--- src/rtl/pri_encoder_83.sv ---
// Registered 8-to-3 priority encoder with request capture, enable gating,
// acknowledge handshake, pending count and a sticky overrun flag.
module pri_encoder_83 (
    input  logic       clk,
    input  logic       rst,
    input  logic [7:0] iData,
    input  logic [1:0] iEna,
    input  logic       iAck,
    output logic [2:0] oData,
    output logic       oValid,
    output logic [3:0] oCount,
    output logic       oOverrun
);

    typedef enum logic {
        IDLE,
        PRESENT
    } state_t;

    state_t     state;
    state_t     state_next;
    logic [7:0] prev;
    logic [7:0] pend;
    logic [7:0] pend_next;
    logic [7:0] rise;
    logic [7:0] set_mask;
    logic [7:0] clr_mask;
    logic [2:0] top;
    logic [2:0] data_next;
    logic       overrun_next;

    // Capture is open only for G1 high and G2 low; edges while closed are dropped.
    always_comb begin
        rise     = iData & ~prev;
        set_mask = (iEna == 2'b10) ? rise : 8'h00;
    end

    // Ascending scan, so the highest set bit is the one left in top.
    always_comb begin
        top = 3'd0;
        for (int i = 0; i < 8; i++) begin
            if (pend[i]) begin
                top = i[2:0];
            end
        end
    end

    always_comb begin
        state_next = state;
        data_next  = oData;
        clr_mask   = 8'h00;
        case (state)
            IDLE: begin
                if (pend != 8'h00) begin
                    data_next  = top;
                    state_next = PRESENT;
                end
            end
            PRESENT: begin
                if (iAck) begin
                    clr_mask   = 8'h01 << oData;
                    state_next = IDLE;
                end
            end
            default: begin
                state_next = IDLE;
            end
        endcase
    end

    // Set wins over clear on the same bit; only an edge on a bit that stays pending overruns.
    always_comb begin
        pend_next    = (pend & ~clr_mask) | set_mask;
        overrun_next = oOverrun | (|(set_mask & pend & ~clr_mask));
    end

    always_comb begin
        oValid = (state == PRESENT);
        oCount = 4'd0;
        for (int i = 0; i < 8; i++) begin
            oCount = oCount + {3'b000, pend[i]};
        end
    end

    always_ff @(posedge clk) begin
        if (rst) begin
            state    <= IDLE;
            prev     <= 8'h00;
            pend     <= 8'h00;
            oData    <= 3'd0;
            oOverrun <= 1'b0;
        end else begin
            state    <= state_next;
            prev     <= iData;
            pend     <= pend_next;
            oData    <= data_next;
            oOverrun <= overrun_next;
        end
    end

endmodule

--- config.mk ---
export PLATFORM = sky130hd
export DESIGN_NAME = pri_encoder_83
export DESIGN_NICKNAME = d
export VERILOG_FILES = /design/src/rtl/pri_encoder_83.sv
export SDC_FILE = /design/constraint.sdc
export NUM_CORES = 1
export LEC_CHECK = 0
export CORE_MARGIN = 3
export CORE_UTILIZATION = 60
export DETAILED_ROUTE_END_ITERATION = 10
export DONT_BUFFER_PORTS = 1
export PLACE_DENSITY = 0.74
export SLEW_MARGIN = 20
export SYNTH_ARGS = -nofsm -noshare
export SYNTH_HDL_FRONTEND = slang
export SYNTH_SLANG_ARGS = --single-unit
export TNS_END_PERCENT = 20
--- constraint.sdc ---
create_clock -name clk -period 3.4 [get_ports clk]
set_clock_uncertainty 0.1 [all_clocks]
set_input_delay 0.51 -clock clk [delete_from_list [all_inputs] [get_ports clk]]
set_output_delay 0.51 -clock clk [all_outputs]
set_load 0.05 [all_outputs]
Word level (Yosys, flattened, before mapping) --
Index checks and enable logic that the tools add are counted.
Word-level totals: bits in registers 21, memories kept 0, bits in writable memories 0, latch bits 0, logic and storage cells 39, bits in read-only memories 0
Cells by class: $lt $le $gt $ge 0, divide/modulo/power cells 0, bitwise gates (word level) 9, shift-type cells 1, $add $sub $neg 7, muxes and demuxes 13, multiply operators 0, equal/unequal tests 1, reductions and logical operators 3
Operator list (count):
- $and A8 B8 Y8 | 4
- $mux W8 | 3
- $mux W3 | 6
- $add A4 B1 Y4 | 4
- $not A8 Y8 | 2
- $or A8 B8 Y8 | 1
- $reduce_bool A8 Y1 | 1
- $reduce_or A8 Y1 | 1
- $shl A1 B3 Y8 const A | 1
- $add A3 B1 Y4 | 1
- $add A2 B1 Y3 | 1
- $mux W1 | 3
- $add A1 B1 Y2 | 1
- $eq A2 B2 Y1 const B | 1
- $pmux W1 S2 | 1
- $reduce_and A2 Y1 | 1
- $not A1 Y1 | 1
- $or A1 B1 Y1 | 1

Depth between registers and ports, before layout --
depth after elaboration 7, mapped depth 9, gate-level depth less buffers 9

Worst setup path before layout --
OpenSTA, ideal clock, no wires.
path type reg2out, start reg pend[0], end out oCount[2], setup slack -0.440 ns, stages on the path, launching flop included 10, path buffers 0, data required time 2.790 ns, arrival time 3.230 ns, cells stage by stage dfxtp_1 -> inv_1 -> fa_1 -> fa_1 -> fa_1 -> inv_1 -> ha_1 -> inv_1 -> fa_1 -> xnor2_1
On the way: word-level cells in the longest chain between the ends 7
RTL lines:
- start, declared | line 23 | logic [7:0] pend;
- start signal, assigned | line 95 | pend <= pend_next;
- $add A1 B1 Y2 | line 81 | oCount = oCount + {3'b000, pend[i]};
- $add A2 B1 Y3 | line 81
- $add A3 B1 Y4 | line 81
- $add A4 B1 Y4 (4 in a row) | line 81
- end, declared | line 11 | output logic [3:0] oCount,
Every way passes these cells.

Final worst setup path --
start reg pend[0], end out oCount[1]
The elaborated chain is that of the path after synthesis.

==> flow_summary.yaml <==
floorplanning:
  core_area_sq_mm: 0.00159
  die_h_um: 48.1
  io_pins: 22
  initial_core_util: 0.668
  die_area_sq_mm: 0.00232
  fp-row-count: 14
  die_x_um: 48.1
sta:
  relSlewSlack: 0.539
  setup_violations: 2
  tightest_slew_ns: 0.690
  setup_slack_ns: -0.278
  fin_crit_ns: 3.68
  rsz0062_at_grt: "true"
  post-route-period-util: 1.08
  fmaxAchievable_mhz: 272
  setup_tns_ns: -0.556
  final_max_slew_viol_count: 0
  finalHoldViolations: 0
place:
  dpl-instance-area_sq_mm: 0.00117
  port_buffers: 0
  place.gp.congestion: 0.856
  dp_hpwl_mm: 1.49
yosys:
  synth_top_area_share: 0.395
  synthTopCellsByArea: "dfxtp_1, fa_1, nand3b_1"
  synth-seq-cells: 21
  synth_seq_area_share: 0.395
  yosys.area.top_type: "dfxtp_1"
  syn-num-nets: 140
  synthesis.instances: 119
  netlist_area_sq_mm: 0.00106
  syn_avg_cell_area_sq_um: 8.95
  ys_warn_count: 0
  ys_types: 32
layout:
  area_growth_pct: 13.6
  diodes: 0
  fin_area_sq_mm: 0.00121
  final_common_cell: "dfxtp_1"
  layout-drive-gt1-share: 0.197
  layout_common_cells: "dfxtp_1, inv_1, a21oi_1, nor2_1, nor2b_1"
  fin_nets: 149
clocking:
  hold_buffers: 0
  insertion_delay_ns: 0.30
  clkTransAtPathRegs_ns: 0.12
  cts.path.max_buffers: 2
  post-cts-setup-buffers: 0
  htree_levels: 1
  cts_tree: "done"
  cts_resized: 8
  root_buffer: "clkbuf_4"
  cts.sinks: 21
  cts_buffers: 3
global_route:
  grt_usage: 0.192
  grt_antenna_before_repair: 0
  grt_pass1_vias: 754
  overflow: 0
  grt_pass1_wl_mm: 3.08
  grt_max_degree: 22
drt:
  drt_iter0_drc: 12
  routed_via_density: 5.47
  dr_wl_met3_um: 77
  wl_per_cell_um: 12.5
  routed_wl_mm: 1.89
  drc: 0
  drt-met1-wl_um: 863
  highest_layer: "met4"
  num_vias: 826
  final_antenna_net_count: 0
  dr_wl_met2_um: 934
  drtPass1Iterations: 4
worst_setup_path:
  cp.required_ns: 2.79
  cp-end-kind: "primary output"
  path_cells: "inv_2 > fa_1 > fa_1 > fa_1 > inv_1 > ha_2 > inv_2 > fa_2 > inv_2 > buf_12"
  crit_path_max_fanout: 2
  critPathKind: "register to primary output"
  worst_setup_path_start_kind: "register"
  cp_num_buf_inv: 5
  cp.arrival_ns: 3.07
  cpMaxStageDelayCell: "fa_1"
  crit_family: "adder cells"
  max_stage_delay_ns: 0.55
power:
  power.total_mw: 0.551
  power.leakage_nw: 0.466
  p_per_area_mw_per_mm2: 455
  ir_worst_vdd_mv: 0.333
flow_run:
  cap_violations: 0
run_status:
  outcome: "finished, violations left"
  violations: "setup timing"
hold_path:
  hold_class: "input port to register"
## worst reg2reg max path: cells and delay by family (launching register included)
kind	cells	cell delay, ns
AO/OA/AOI/OAI	4	0.81
flip-flops	1	0.79
AND/OR/NAND/NOR	1	0.23
## logic make-up (layout without fill, tap and decap cells)
kind of cell / count (synthesis) / count (layout) / synth area share
XOR/XNOR: 1 / 1 / 0.00823
buffers and inverters: 18 / 26 / 0.0681
AND/OR/NAND/NOR: 43 / 43 / 0.244
AO/OA/AOI/OAI: 28 / 28 / 0.162
adder cells (fa/ha/maj): 8 / 8 / 0.122
flip-flops: 21 / 21 / 0.395
## per-stage QoR
stage	std cells	worst slack, ns	hold slack, ns	utilization
3_3_place_gp	147	-0.0101	0.394	0.737
4_1_cts	151	-0.299	0.155	0.759
5_1_grt	151	-0.407	0.143	0.759
2_1_floorplan	119	-0.0433	0.376	-
3_5_place_dp	147	-0.0674	0.406	0.737
6_report	151	-0.278	0.162	0.759
## final cells by class
| class | count | area, sq um |
|---|---|---|
| flip-flops and latches | 21 | 423 |
| multi-input cells | 80 | 596 |
| repair buffers | 7 | 77.6 |
| well taps | 24 | 30.0 |
| clock buffers | 3 | 22.5 |
| inverters | 15 | 56.3 |
| fillers | 112 | 384 |
| clock inverters | 1 | 5.00 |
## cells in the mapped netlist
cell type and number:
a211oi_1 2, nand3b_1 8, nand3_1 1, nand2b_1 4
o21ai_1 1, nor4_2 1, nor3b_1 2, a31oi_1 2
ha_1 4, o21ai_0 6, o31ai_1 1, or2_2 1
nand2_1 1, buf_4 1, inv_1 15, dfxtp_1 21
buf_2 1, a21oi_1 11, fa_1 4, a311oi_1 1
nor3_1 2, o32ai_1 1, and3b_1 1, nor2b_1 9
xnor2_1 1, or3_1 1, clkbuf_1 1, nor2_1 11
a21o_2 1, o31ai_2 1, nand3_2 1, a41oi_1 1
## registers in the layout, summed over array words and instances, names as in the netlist
name and cells:
pend 8, oOverrun 1, prev 8, oData 3, oValid 1
## where the power goes
group | switching, mW | leakage [nW] | internal [mW]
registers | 0.0506 | 0.174 | 0.264
logic | 0.0664 | 0.274 | 0.0516
clock network | 0.0742 | 0.0177 | 0.0437
total | 0.191 | 0.466 | 0.360
## path summary, 6_finish.rpt
check / start / to / slack, ns / depth (start not counted)
setup / recovery: pend[0] / oCount[1] / -0.28 / 10
hold / removal: rst / prev[6] / 0.16 / 1
setup reg to reg: oValid / oOverrun / 1.35 / 5
hold reg to reg: prev[5] / pend[5] / 0.42 / 2
## layer usage
metal,global-route usage,up-vias
met2,0.348,22
met1,0.222,382
met5,0,-
li1,-,420
met4,0.0484,0
met3,0.0517,2
Power figures use the tool's default switching activity.
==> variant, RTL diff (config.mk and constraints unchanged) <==
Register the output `oCount`, without a reset; this adds one clock of latency there. The other outputs are not delayed to match.
--- a/src/rtl/pri_encoder_83.sv
+++ b/src/rtl/pri_encoder_83.sv
@@ -17,4 +17,6 @@
         PRESENT
     } state_t;
+
+    logic [3:0] oCount_d;
 
     state_t     state;
@@ -77,7 +79,7 @@
     always_comb begin
         oValid = (state == PRESENT);
-        oCount = 4'd0;
+        oCount_d = 4'd0;
         for (int i = 0; i < 8; i++) begin
-            oCount = oCount + {3'b000, pend[i]};
+            oCount_d = oCount_d + {3'b000, pend[i]};
         end
     end
@@ -99,4 +101,8 @@
     end
 
+    always_ff @(posedge clk) begin
+        oCount <= oCount_d;
+    end
+
 endmodule
 
Function: changed (a bounded check fails within 4 cycles, from zero or initial values and one cycle with rst high).
==> variant against the unedited design <==
- routed wire length fell by 1.9%
- critical path depth fell by 1
- sequential cell count rose by 4
- global-route usage fell by 1.9 points
- first-iteration DRC count rose to 2.6 times the old value
- clock power rose by 11%
- core utilization fell by 9.0 points
- total power rose by 8.6%
- cell area fell by 2.4%
- worst setup slack improved by 0.87 ns
- synthesized area rose by 6.6%
- cell count fell by 2.6%
- largest cell class unchanged
- largest power group unchanged
- highest routed layer unchanged
==> variant: results (changes against the unedited design) <==
holdCritStartpoint: "rst"
grt_max_degree: 22  # unchanged
met2_length_um: 882  # -5.6%
ys_warn_count: 0  # unchanged
vias_per_cell: 5.54  # +1.4%
largest_registers: "pend: 8 flops, prev: 8 flops, oCount: 4 flops"
critPathSlowestCell: "fa_1"
worst_slew_pin_slew_ns: 0.687  # -0.00330 ns
cts-buffers-inserted: 3  # unchanged
clkLatencyLatePin_ns: 0.31
cts_buffer_depth: 2  # unchanged
status: "finished clean"
worstPathArrival_ns: 2.94  # -0.13 ns
cts_root_buf: "clkbuf_4"
p_leak_nw: 0.441  # -5.4%
critPathLaunch: "pend[1]"
drive_above_1_share: 0.0656  # -0.131
grt_pass1_vias: 798  # +5.8%
grt_pass1_wl_um: 3280  # +6.7%
cts_setup_buffers: 0  # unchanged
wl_met3_um: 110  # +43%
h-tree-depth: 1  # unchanged
ys_seq_area_frac: 0.441  # +0.0462
dpl.hpwl_um: 1450  # -2.6%
ys_async_sr_fraction: 0  # unchanged
cap_violations: 0  # unchanged
cts_resized: 0  # -8
max_stage_delay_ns: 0.51  # -0.04 ns
gp_congestion: 0.856  # about the same
setup_violations: 0  # -2
grt_util_met3: 0.0453  # -0.00634
highest_layer: "met4"
grt_util_all_layers: 0.172  # -0.0195
vdd_drop_max_uv: 280  # -16%
yosys-top-cells-area: "dfxtp_1 (44%), fa_1 (7.1%), nand3b_1 (5.3%)"
port_buffers: 0  # unchanged
met1_usage: 0.205  # -0.0165
nNetsFinal: 144  # -3.4%
dr.pass1.iters: 4  # unchanged
cp_top_family: "adder cells"
drt-initial-drc-count: 31  # +19
wl_per_cell_um: 12.6  # +0.82%
wl_met1_um: 839  # -2.8%
antenna_found_initial: 0  # unchanged
dp_slack_ns: 0.601  # +0.668 ns
fill_cells: 160  # +43%
path_clk_slew_ns: 0.13
ys_types: 31  # -3.1%
met2_usage: 0.295  # -0.0536
min_path_type: "primary input to flip-flop"
cp_max_fo: 3  # +1
n_antenna_cell: 0  # unchanged
ys_top_cells_by_count: "dfxtp_1 (25), inv_1 (15), a21oi_1 (11)"
variant: cell types whose count changed after synthesis, moves of 2 or more:
cell	before	now
o21ai_0	6	1
dfxtp_1	21	25
o21ai_1	1	4
o31ai_1	1	4
nor2_1	11	9
variant: worst register-to-register path: stages, from the launching register on:
cell     delay, ns
dfxtp_1       0.38
inv_1         0.08
fa_1          0.47
fa_1          0.51
fa_1          0.41
inv_1         0.07
ha_1          0.15
inv_1         0.05
fa_1          0.47
inv_1         0.04
variant: logic make-up after synthesis:
logic type / count (synthesis) / synth area share
fa+ha+maj: 8 / 0.115
xor+xnor: 1 / 0.00772
compound gates: 29 / 0.165
flops: 25 / 0.441
buf+inv: 18 / 0.0606
simple gates: 40 / 0.211
variant: final timing paths:
check | endpoint | slack, ns | cells past startpoint
min | pend[6] | 0.14 | 1
max | oCount[1] | 0.59 | 9
min reg2reg | pend[0] | 0.41 | 2
max reg2reg | oCount[1] | 0.59 | 9
variant: metrics by stage:
step	hold slack, ns	cells	total power, mW	cell area [µm²]
final	0.141	147	0.598	1180
after global placement	0.391	143	0.472	1150
after detailed placement	0.401	143	0.475	1150
after CTS	0.133	147	0.604	1180
after global routing	0.104	147	0.638	1180
after floorplan	0.368	121	0.461	1130
variant: report_power, final:
| part | switching, mW | leakage [nW] | total, mW | internal [mW] |
|---|---|---|---|---|
| sequential | 0.0783 | 0.206 | 0.396 | 0.318 |
| clock | 0.0874 | 0.0177 | 0.131 | 0.0440 |
| combinational | 0.0372 | 0.217 | 0.0708 | 0.0336 |
variant: cell type report:
cell class	count	share of cell area
Tap cell	25	0.0265
Inverter	15	0.0477
Sequential cell	25	0.424
Clock inverter	1	0.00424
Clock buffer	3	0.0191
Multi-Input combinational cell	78	0.479
